--- src/rtl/regfile_wb_arbiter.sv ---
// Round-robin arbiter sharing the register-file write port among N_REQ writeback
// sources, with a registered write stage and a pending-write scoreboard for decode.
module regfile_wb_arbiter #(
  parameter int N_REQ  = 3,
  parameter int DATA_W = 32,
  parameter int ADDR_W = 5
) (
  input  logic                      clk,
  input  logic                      rst,
  input  logic [N_REQ-1:0]          req_valid,
  input  logic [N_REQ*ADDR_W-1:0]   req_reg,
  input  logic [N_REQ*DATA_W-1:0]   req_data,
  output logic [N_REQ-1:0]          req_ready,
  input  logic                      alloc_valid,
  input  logic [ADDR_W-1:0]         alloc_reg,
  input  logic                      flush,
  output logic                      reg_write,
  output logic [ADDR_W-1:0]         write_reg,
  output logic [DATA_W-1:0]         write_data,
  output logic [31:0]               pending
);
  localparam int PW = (N_REQ > 1) ? $clog2(N_REQ) : 1;

  logic [PW-1:0]     rr_ptr;
  logic [PW-1:0]     gnt_idx;
  logic              gnt_any;
  logic [N_REQ-1:0]  grant;
  logic [ADDR_W-1:0] sel_reg;
  logic [DATA_W-1:0] sel_data;
  logic [31:0]       pend_nxt;

  // Scan rotated from rr_ptr; the first valid requester wins.
  always_comb begin
    int idx;
    grant   = '0;
    gnt_idx = '0;
    gnt_any = 1'b0;
    idx     = 0;
    if (!rst) begin
      for (int k = 0; k < N_REQ; k++) begin
        idx = int'(rr_ptr) + k;
        if (idx >= N_REQ) idx = idx - N_REQ;
        if (!gnt_any && req_valid[idx]) begin
          gnt_any    = 1'b1;
          grant[idx] = 1'b1;
          gnt_idx    = PW'(idx);
        end
      end
    end
  end

  assign req_ready = grant;
  assign sel_reg   = req_reg[int'(gnt_idx)*ADDR_W +: ADDR_W];
  assign sel_data  = req_data[int'(gnt_idx)*DATA_W +: DATA_W];

  // Ordering gives alloc precedence over both the writeback clear and flush.
  always_comb begin
    pend_nxt = pending;
    if (gnt_any) pend_nxt[sel_reg] = 1'b0;
    if (flush) pend_nxt = '0;
    if (alloc_valid) pend_nxt[alloc_reg] = 1'b1;
    pend_nxt[0] = 1'b0;
  end

  always_ff @(posedge clk) begin
    if (rst) begin
      rr_ptr     <= '0;
      reg_write  <= 1'b0;
      write_reg  <= '0;
      write_data <= '0;
      pending    <= '0;
    end else begin
      pending   <= pend_nxt;
      reg_write <= gnt_any && (sel_reg != '0);
      if (gnt_any) begin
        write_reg  <= sel_reg;
        write_data <= sel_data;
        rr_ptr     <= (int'(gnt_idx) == N_REQ-1) ? '0 : gnt_idx + 1'b1;
      end
    end
  end
endmodule
--- config.mk ---
export PLATFORM = sky130hd
export DESIGN_NAME = regfile_wb_arbiter
export DESIGN_NICKNAME = d
export VERILOG_FILES = /design/src/rtl/regfile_wb_arbiter.sv
export SDC_FILE = /design/constraint.sdc
export NUM_CORES = 1
export LEC_CHECK = 0
export BUFFER_PORTS_ARGS = -buffer_cell sky130_fd_sc_hd__buf_2
export CAP_MARGIN = 30
export CELL_PAD_IN_SITES_DETAIL_PLACEMENT = 0
export CELL_PAD_IN_SITES_GLOBAL_PLACEMENT = 1
export CORE_MARGIN = 4
export CORE_UTILIZATION = 33
export CTS_CLUSTER_DIAMETER = 50
export CTS_CLUSTER_SIZE = 14
export DETAILED_ROUTE_END_ITERATION = 10
export GPL_TIMING_DRIVEN = 0
export MAX_ROUTING_LAYER = met4
export PLACE_DENSITY_LB_ADDON = 0.05
export REMOVE_ABC_BUFFERS = 1
export SYNTH_ARGS = -nofsm -noshare
export SYNTH_HDL_FRONTEND = slang
export SYNTH_SLANG_ARGS = --single-unit
--- constraint.sdc ---
create_clock -name clk -period 3.3 [get_ports clk]
set_input_delay 0.33 -clock clk [delete_from_list [all_inputs] [get_ports clk]]
set_output_delay 0.33 -clock clk [all_outputs]
set_load 0.01 [all_outputs]
**Word-level counts from Yosys, hierarchy flattened**

Cells that the tools add are included.

- $add $sub $neg: 6
- Mux-type cells: 45
- $lt $le $gt $ge: 13
- Bitwise logic cells: 5
- Reductions and logical operators: 11
- Equal/unequal tests: 1
- Multiply operators: 1
- Shift operators: 2

Operators with widths:

| cell | number |
|---|---|
| 32-bit 2-to-1 mux | 9 |
| 32-bit by 1-bit >= comparator with 1-bit output (second input constant) | 3 |
| 32-bit by 4-bit less-than comparator with 1-bit output (second input constant) | 3 |
| 96-bit by 8-bit indexed part select with 32-bit output | 1 |
| 32-bit AND | 1 |
| 32-bit inverter | 1 |
| 32-bit bitwise OR | 1 |
| 3-bit 2-to-1 mux | 6 |
| 1-bit 2-to-1 mux | 17 |
| 15-bit by 6-bit indexed part select with 5-bit output | 1 |
| 5-bit by 6-bit less-than comparator with 1-bit output (second input constant) | 2 |
| 1-bit demux with 5-bit select | 2 |
| 5-bit by 1-bit >= comparator with 1-bit output (second input constant) | 2 |
| 2-bit 2-to-1 mux | 5 |
| 1-bit logical AND | 8 |
| 3-bit by 2-bit subtractor with 4-bit output (second input constant) | 2 |
| 1-bit binary-select mux with 2-bit select | 3 |
| 1-bit demux with 2-bit select | 3 |
| 3-bit by 2-bit >= comparator with 1-bit output (second input constant) | 2 |
| 3-bit bitwise OR | 2 |
| 2-bit by 3-bit multiplier with 5-bit output (second input constant) | 1 |
| 5-bit nonzero test | 1 |
| 2-bit by 1-bit adder with 3-bit output (second input constant) | 1 |
| 2-bit by 2-bit adder with 3-bit output (second input constant) | 1 |
| 5 further kinds | 6 |

- Output and inout port bits: 73
- Flip-flop bits (word level): 72
- Logic and storage cells: 90
- Input port bits: 123

**Logic depth before layout (Yosys ltp)**

Gate-level depths: netlist of the first run.

- Word-level depth: 28
- Gate-level depth with buffers: 12
- Gate-level depth less buffers: 8

**Least setup slack after synthesis of the first run**

Ideal clock, no wire load.

- Path kind: register to register
- From: reg rr_ptr[0]
- To: reg pending[24]
- Cell stages (with the launch flop): 10
- Library setup time: 0.117 ns
- Data required time: 3.183 ns
- Clock period less this slack: 2.698 ns
- Arrival: 2.581 ns
- Path buffers: 2
- Slack: 0.602 ns
- Cells stage by stage: dfxtp_1 inv_1 ha_1 buf_2 maj3_2 a211oi_4 nand2_2 buf_6 or4_1 a32o_1

- Cells in the longest elaborated chain, start to end: 28
- Elaborated cells on any way between the ends: 50
- Classes of those cells: add/sub: 5; mul: 1; order compare: 5; shift: 1; mux: 30; bitwise: 3; reduce/logical: 5

Ends and longest elaborated chain:

| what | RTL line | source |
|---|---|---|
| start, declared | 24 | `logic [PW-1:0] rr_ptr;` |
| start signal, assigned | 78 | `rr_ptr <= (int'(gnt_idx) == N_REQ-1) ? '0 : gnt_idx + 1'b1;` |
| branches (longest 24 deep; another with 3-bit by 2-bit subtractor with 4-bit output) | -- |  |
| 32-bit 2-to-1 mux (*) | 59 | `if (gnt_any) pend_nxt[sel_reg] = 1'b0;` |
| 32-bit 2-to-1 mux (*) | 60 | `if (flush) pend_nxt = '0;` |
| 32-bit bitwise OR (no line) | -- |  |
| 32-bit 2-to-1 mux (*) | 61 | `if (alloc_valid) pend_nxt[alloc_reg] = 1'b1;` |
| end signal, assigned | 73 | `pending <= pend_nxt;` |
| end, declared | 20 | `output logic [31:0] pending` |

Every way passes the cells marked *. The select of a mux whose other input is x is not followed.
A chain may end at the register's enable or synchronous reset.

**Final worst setup path of the first run**

- From: reg rr_ptr[1]
- To: reg pending[28]

Same word-level chain as after synthesis.

==> results of run 1 <==
layout make-up:
type	instances	area (sq um)
flip-flops and latches	71	1420
multi-input cells	425	2700
well taps	172	215
repair buffers	203	1130
fillers	1363	6810
clock buffers	13	270
clock inverters	3	40.0
inverters	9	33.8
worst reg2reg max path, delay by kind of cell, from the launching register on:
| kind | cells | cell delay (ns) |
|---|---|---|
| and+or+nand+nor | 1 | 0.53 |
| adders and majority gates | 1 | 0.39 |
| AOI/OAI and AO/OA | 5 | 1.46 |
| buffers and inverters | 2 | 0.31 |
| DFF | 1 | 0.36 |
how the worst max path moves through the flow:
| stage | startpoint | to | slack (ns) | cells after the start |
|---|---|---|---|---|
| 2_1_floorplan | rr_ptr[0] | pending[20] | -0.11 | 8 |
| 3_3_place_gp | rst | pending[6] | -1.53 | 6 |
| 3_5_place_dp | rr_ptr[0] | pending[20] | -0.64 | 8 |
| 4_1_cts | rr_ptr[0] | pending[28] | 0.03 | 9 |
| 5_1_grt | rr_ptr[1] | pending[28] | 0.004 | 9 |
| 6_report | rr_ptr[1] | pending[28] | 0.16 | 9 |
cell usage in the layout (no fill, tap or decap), drive strengths merged, types with 3 or more instances in the layout:
cell type and instances:
and2 4, a211oi 10, nand2b 11, a221oi 19
a22oi 5, dfxtp 71, o311ai 6, o32ai 9
nor4 6, o21ai 47, a32o 9, nor2b 4
nor2 66, o221ai 3, and3 3, nand3 55
nor3 32, clkbuf 13, nor3b 4, nand3b 9
a32oi 6, o32a 4, mux2i 18, ha 4
inv 9, a21oi 28, nand4 3, buf 203
nand2 36
where the power goes:
| part | leakage [uW] | total [uW] | internal [uW] | switching, uW |
|---|---|---|---|---|
| logic | 0.00174 | 1680 | 668 | 1020 |
| clock network | 0.000156 | 1010 | 645 | 366 |
| registers | 0.000582 | 1070 | 1000 | 68.6 |
| total | 0.00248 | 3770 | 2310 | 1450 |
what timing repair did:
item                                    4_1_cts  5_1_grt
gates resized for setup                       6        6
cloned                                        2        0
endpoints found under the setup margin       27       13
setup buffers                                 5        0
pin swaps                                     2        0
endpoints found under the hold margin         0        0
layer usage:
metal	vias to the layer above	track usage, %	part of all wire [%]
li1	2409	-	-
met1	2318	26.4	42
met2	180	35.6	49
met3	23	4.09	7.1
met4	0	7.91	1.9
met5	-	-	0
metrics by stage:
step | instance area, sq um | TNS [ns] | util [%]
global route | 5810 | 0 | 46.0
floorplan | 4050 | -0.866 | -
global placement | 5240 | -55.46 | 41.5
CTS | 5770 | 0 | 45.7
finish | 5810 | 0 | 46.0
detailed placement | 5340 | -9.04 | 42.3
cells by family after synthesis:
family	Yosys count	synth area share (%)
other	1	0.0880
buffers and inverters	53	5.61
muxes	18	4.23
DFF	71	33.4
and+or+nand+nor	243	28.8
AOI/OAI and AO/OA	156	26.4
adders and majority gates	5	1.44
==> reports/results.md, run 1 <==
| Step | Item | This run |
| --- | --- | --- |
| synth | Sequential-to-total area share from yosys stat | 33.4% |
| power | Max IR drop VDD | 0.000225 V |
| clock network | Number of sinks handled by clock tree synthesis | 71 |
| die | Initial core utilization | 33.7% |
| layout | Layout cell share with drive strength beyond 1 | 33.4% |
| power | Overall power consumption | 3770 uW |
| drt | Final ANT Viol Nets | 0 |
| synth | Gate count after technology mapping | 547 |
| worst setup path | Crit-path slowest cell | or4_1 |
| timing | Worst Slack Setup Final | 0.162 ns |
| synth | Most used standard cell by instance count after synthesis | dfxtp_1 |
| placement | Final weighted congestion in routability-driven placement | 0.871 |
| worst setup path | Buffers plus inverters on the worst setup path | 2 |
| worst hold path | Worst Hold End | write_data[30] |
| synth | Avg Cell Area, Syn | 7.79 sq um |
| run | Max-cap violations | 0 |
| worst hold path | Launch point of the worst hold path | req_data[62] |
| global routing | Overall global routing resource usage | 21.6% |
| worst setup path | Destination of the worst register-to-register timing path | pending[28] |
| status | Run status | completed |
| global routing | Pin count of the biggest net entering global routing | 77 |
| drt | Routed wire per std cell | 17.7 um |
| die | Core Footprint | 12600 sq um |
| timing | Normalized max-slew margin | 36.3% |
| drt | Drt first-iter violations | 298 |
| global routing | Number of global-route vias before repair | 4735 |
| timing | Slew at the pin closest to its max-slew limit | 0.953 ns |
| global routing | Number of antenna violations at the first check in global routing | 0 |
| synth | Async set-reset flop share out of synthesis | 0% |
| worst hold path | Path category of the worst min-delay check | in2reg |
| layout | Number of nets in the finished design | 846 |
| synth | Total of warnings raised by yosys | 0 |
| timing | Unrepaired setup endpoints after global routing | no |
| clock network | Buffer cell driving the clock tree root | clkbuf_16 |
| worst setup path | Startpoint of the lowest-slack register-to-register path | rr_ptr[1] |
| synth | Most numerous cell types in the synthesized netlist | 71 x dfxtp_1, 64 x nor2_1, 54 x nand3_1 |
| timing | Number of max-slew violations in the final report | 0 |
| drt | Count of unresolved DRC violations after routing | 0 |
| clock network | CTS tree | built |
| die | Boundary Pins | 196 |
| timing | Final setup viols | 0 |
| layout | Fin cells | 896 |
| synth | Dominant synthesized flop cell | dfxtp_1 |
| timing | Final count of hold timing violations | 0 |
| timing | Period Utilization, post-route | 95.1% |
| timing | Maximum operating frequency | 0.319 GHz |
| clock network | Maximum number of buffers from clock root to sink | 2 |
| die | Overall die area | 14800 sq um |
| global routing | First-pass GRT wire length | 24200 um |
| worst setup path | Maximum fanout along the worst path | 26 |
| clock network | H-tree level count | 3 |
| worst setup path | Required time reported for the critical path endpoint | 3.53 ns |
| clock network | Cts-stage hold buffer count | 0 |
| timing | Worst clock skew on the final layout | 0.00687 ns |
| synth | Post-synthesis cell type with the largest combined area | dfxtp_1 |
| drt | Wire length reported by the detailed router | 15800 um |
| placement | Cells after DPL | 873 |
| worst setup path | Kind of cell adding the most delay to the critical path | compound AO/OA/AOI/OAI gates |
| synth | Count of different cell masters after synthesis | 58 |
| layout | Largest register FFs | 32 |
| placement | Count of buffers from port buffering | 194 |
| layout | Area growth from synthesis to final layout | 36.4% |
| drt | Drt first pass iters | 5 |
| clock network | Clk slew on worst S/H paths | 0.06 ns |
| worst hold path | Min-Delay Path Depth | 3 |
| power | Power per cell area | 648 nW/um^2 |
| worst setup path | Crit path arrival time | 3.37 ns |
| worst setup path | Setup crit start kind | flop |
| placement | Dpl hpwl | 11000 um |
| worst setup path | Cells along the critical path | inv_1 -> ha_2 -> a21boi_1 -> o31a_4 -> buf_12 -> a32oi_1 -> o32ai_1 -> or4_1 -> a32o_1 |
| die | Floorplan die width | 122 um |
| layout | Antenna cell count | 0 |
| drt | Vias per Instance | 5.50 |
| power | Lkg Pwr | 0.00248 uW |
| synth | Synth top area cells | dfxtp_1 33%, nand3_1 6.3%, nor2_1 5.6% |
| timing | Final min period | 3.14 ns |
| drt | Vias | 4930 |
| synth | Area share of the largest cell type after synthesis | 33.4% |
| clock network | Number of clock buffers inserted by TritonCTS | 9 |
| worst setup path | Worst Setup Path Type | reg2reg |
| timing | Worst hold slack | 0.240 ns |
| worst setup path | FF-to-FF path depth | 9 |
| global routing | Global-route congestion overflow total | 0 |
| worst setup path | Kind of end point of the critical path | flop |
| synth | Number of synthesized register bits | 71 |
| synth | EDFF count, synth | 0 |
| die | Die extent in y | 122 um |
| worst setup path | Largest stage delay, worst path | 0.53 ns |
| die | Row count | 41 |
| worst setup path | R2r setup slk | 0.16 ns |
| placement | Pre-CTS setup slack | -0.639 ns |
| synth | Mapped cell area | 4260 sq um |
| clock network | Latest clock arrival within the worst-skew pair | 0.34 ns |
Power figures use the tool's default switching activity.
==> inputs of run 2 (changes only) <==
Settings changed: ABC_AREA set to 1, CORE_UTILIZATION 33 to 31, RECOVER_POWER set to 100.
==> run 2 against run 1 <==
First-iteration DRC count is 34% lower; worst setup slack better by 0.13 ns; area after synthesis shrank 6.1%; clock power about the same; register-to-register slack improved by 0.13 ns; global-route usage fell by 1.9 points; cell count grew 9.0%; highest routed layer unchanged; sequential share of layout area rose by 2.2 points.
==> reports/results.md, run 2 <==
| Step | Item | This run |
| --- | --- | --- |
| status | Run status | completed |
| clock network | Latest clock arrival within the worst-skew pair | 0.33 ns |
| global routing | Global-route congestion overflow total | 0 |
| power | Power per cell area | 849 nW/um^2 |
| power | Lkg Pwr | 0.00222 uW |
| layout | Layout filler cell count | 1444 |
| die | Row count | 41 |
| worst setup path | Crit path arrival time | 3.22 ns |
| synth | Synth top area cells | dfxtp_1 36%, nand2_1 16%, o21ai_0 6.8% |
| timing | Final count of hold timing violations | 0 |
| worst hold path | Min-Delay Path Depth | 3 |
| synth | Async set-reset flop share out of synthesis | 0% |
| timing | Final min period | 3.01 ns |
| layout | Final core utilization | 42.2% |
| worst setup path | Maximum fanout along the worst path | 24 |
| worst setup path | Kind of end point of the critical path | flop |
| synth | Most numerous cell types in the synthesized netlist | 171 x nand2_1, 71 x dfxtp_1, 69 x nor2_1 |
| timing | Slew at the pin closest to its max-slew limit | 0.726 ns |
| global routing | Number of global-route vias before repair | 4529 |
| global routing | First-pass GRT wire length | 22300 um |
| drt | Routed wire per std cell | 14.5 um |
| synth | Number of synthesized register bits | 71 |
| global routing | Pin count of the biggest net entering global routing | 52 |
| timing | Maximum operating frequency | 0.333 GHz |
| clock network | Setup Buffers After CTS | 0 |
| placement | Final weighted congestion in routability-driven placement | 0.805 |
| clock network | Number of sinks handled by clock tree synthesis | 71 |
| clock network | H-tree level count | 3 |
| synth | Post-synthesis cell type with the largest combined area | dfxtp_1 |
| clock network | Number of clock buffers inserted by TritonCTS | 9 |
| die | Core Footprint | 12600 sq um |
| drt | Final ANT Viol Nets | 0 |
| synth | Sequential-to-total area share from yosys stat | 35.5% |
| worst setup path | Startpoint of the lowest-slack register-to-register path | rr_ptr[0] |
| timing | Period Utilization, post-route | 91.1% |
| worst setup path | R2r setup slk | 0.29 ns |
| synth | Count of different cell masters after synthesis | 31 |
| drt | Count of unresolved DRC violations after routing | 0 |
| power | Cell-internal power | 2470 uW |
| worst hold path | Path category of the worst min-delay check | in2reg |
| worst setup path | Required time reported for the critical path endpoint | 3.51 ns |
| layout | Layout cell share with drive strength beyond 1 | 20.8% |
| clock network | CTS tree | built |
| worst setup path | Worst Setup Path Type | reg2reg |
| die | Overall die area | 14800 sq um |
| placement | Count of buffers from port buffering | 194 |
| power | NetSw | 2050 uW |
| power | Switching share of power | 45.3% |
| power | Share of power burned in combinational logic | 50.9% |
| worst setup path | Setup crit start kind | flop |
| timing | Worst clock skew on the final layout | 0.00736 ns |
| synth | Fraction of the mapped netlist area in adder cells | 1.25% |
| die | Initial core utilization | 31.7% |
| synth | EDFF count, synth | 0 |
| drt | Vias | 4602 |
| drt | Vias per Instance | 4.71 |
| power | Overall power consumption | 4520 uW |
| synth | Gate count after technology mapping | 622 |
| power | Max IR drop VDD | 0.000352 V |
| synth | Dominant synthesized flop cell | dfxtp_1 |
| drt | Drt first-iter violations | 198 |
| placement | Dpl hpwl | 10300 um |
| layout | Area growth from synthesis to final layout | 33.1% |
| synth | Multiplexer share of the synthesized area | 0% |
| synth | Mapped cell area | 4000 sq um |
| clock network | Cts-stage hold buffer count | 0 |
| synth | Simple logic cell fraction of the synthesized area | 32.6% |
| clock network | Clk slew on worst S/H paths | 0.06 ns |
| synth | Complex-gate fraction of the synthesized area | 21.0% |
| timing | Final setup viols | 0 |
| drt | Drt first pass iters | 6 |
| die | Floorplan die width | 122 um |
| synth | Avg Cell Area, Syn | 6.43 sq um |
| layout | Largest register FFs | 32 |
| clock network | Maximum number of buffers from clock root to sink | 2 |
| run | Max-cap violations | 0 |
| layout | Number of nets in the finished design | 926 |
| synth | Most used standard cell by instance count after synthesis | nand2_1 |
| power | Sequential cell fraction of total power | 27.0% |
| synth | Dominant combinational cell family by area after synthesis | simple AND/OR/NAND/NOR gates |
| timing | Number of max-slew violations in the final report | 0 |
| die | Boundary Pins | 196 |
| worst hold path | Worst Hold End | write_data[24] |
| synth | Area share of the largest cell type after synthesis | 35.5% |
| synth | Share of the synthesized netlist area taken by xor and xnor gates | 0% |
| global routing | Number of antenna violations at the first check in global routing | 1 |
| clock network | Resized cells post-CTS | 5 |
| drt | Wire length reported by the detailed router | 14100 um |
| timing | Unrepaired setup endpoints after global routing | yes |
| timing | Normalized max-slew margin | 51.2% |
| power | Share of power burned in the clock network | 22.1% |
| worst setup path | Destination of the worst register-to-register timing path | pending[14] |
| die | Die extent in y | 122 um |
| worst setup path | FF-to-FF path depth | 15 |
| synth | Total of warnings raised by yosys | 0 |
| global routing | Overall global routing resource usage | 19.7% |
| worst hold path | Launch point of the worst hold path | req_data[56] |
| layout | Leading cell type in the layout, fill and taps excluded | nand2_1 |
| clock network | Buffer cell driving the clock tree root | clkbuf_16 |
| layout | Top library cells by usage in the layout, fill and taps aside | 169 x nand2_1, 123 x buf_2, 74 x clkbuf_1, 71 x dfxtp_1, 69 x nor2_1 |
-- run 2: changes by cell type in the layout (fill, tap and decap cells not counted), moves of 20 or more --
cell	change
nor3_1	-20
clkbuf_1	+73
nand2_1	+134
inv_1	+49
buf_2	-70
a31oi_1	+34
nand3_1	-25
-- run 2: cell type report --
type | instances | area, sq um | area share [%]
diodes | 1 | 2.50 | 0.0470
multi-input cells | 457 | 2220 | 41.7
flip-flops and latches | 71 | 1420 | 26.7
well taps | 172 | 215 | 4.04
clock inverters | 2 | 38.8 | 0.728
inverters | 65 | 259 | 4.86
repair buffers | 195 | 902 | 16.9
clock buffers | 14 | 264 | 4.96
-- run 2: per-layer routing --
layer / vias up / share of wire (%) / track usage, %
li1: 2385 / - / -
met1: 2035 / 44 / 24.0
met2: 164 / 46 / 31.8
met3: 18 / 7.7 / 4.83
met4: 0 / 2.0 / 6.93
met5: - / 0 / -
-- run 2: cells by family after synthesis --
kind of cell,Yosys count
AO/OA/AOI/OAI,149
adder cells (fa/ha/maj),4
buffers and inverters,94
flip-flops,71
other,1
AND/OR/NAND/NOR,303
-- run 2: critical path: stages (launching register included) --
cell and delay, ns:
dfxtp_1 0.35, inv_1 0.09, ha_1 0.43, inv_2 0.09, nand2_1 0.07, nand3_1 0.07, nand2_2 0.12, nor2_1 0.07
nand2_2 0.29, nand2_4 0.27, inv_2 0.37, nand2_1 0.18, nor2_4 0.26, nand2_1 0.10, nand2_1 0.06, a21oi_1 0.06
-- run 2: how the worst max path moves through the flow --
stage / start / endpoint / slack, ns
finish: rr_ptr[0] / pending[14] / 0.29
global route: rr_ptr[0] / pending[1] / -0.02
CTS: rst / write_data[7] / 0.13
detailed placement: rst / write_data[7] / -0.66
global placement: rst / write_data[7] / -1.33
floorplan: rr_ptr[0] / pending[1] / 0.66
-- run 2: power groups by stage --
stage	Combinational, uW	Sequential (uW)	Clock [uW]
final	2300	1220	999
after global routing	2630	1240	1070
after CTS	2400	1210	1030
after detailed placement	2370	1220	0
after global placement	2340	1220	0
after floorplan	1450	1330	0
-- run 2: per-stage QoR --
| stage | TNS [ns] | instance area, sq um | hold WS, ns | cells | worst slack [ns] |
|---|---|---|---|---|---|
| final | 0 | 5330 | 0.266 | 977 | 0.293 |
| after global routing | -0.0523 | 5330 | 0.262 | 977 | -0.0245 |
| after CTS | 0 | 5400 | 0.255 | 976 | 0.134 |
| after detailed placement | -34.92 | 5070 | 0.468 | 960 | -0.660 |
| after global placement | -77.00 | 5050 | 0.464 | 959 | -1.33 |
| after floorplan | 0 | 3870 | 0.399 | 593 | 0.655 |
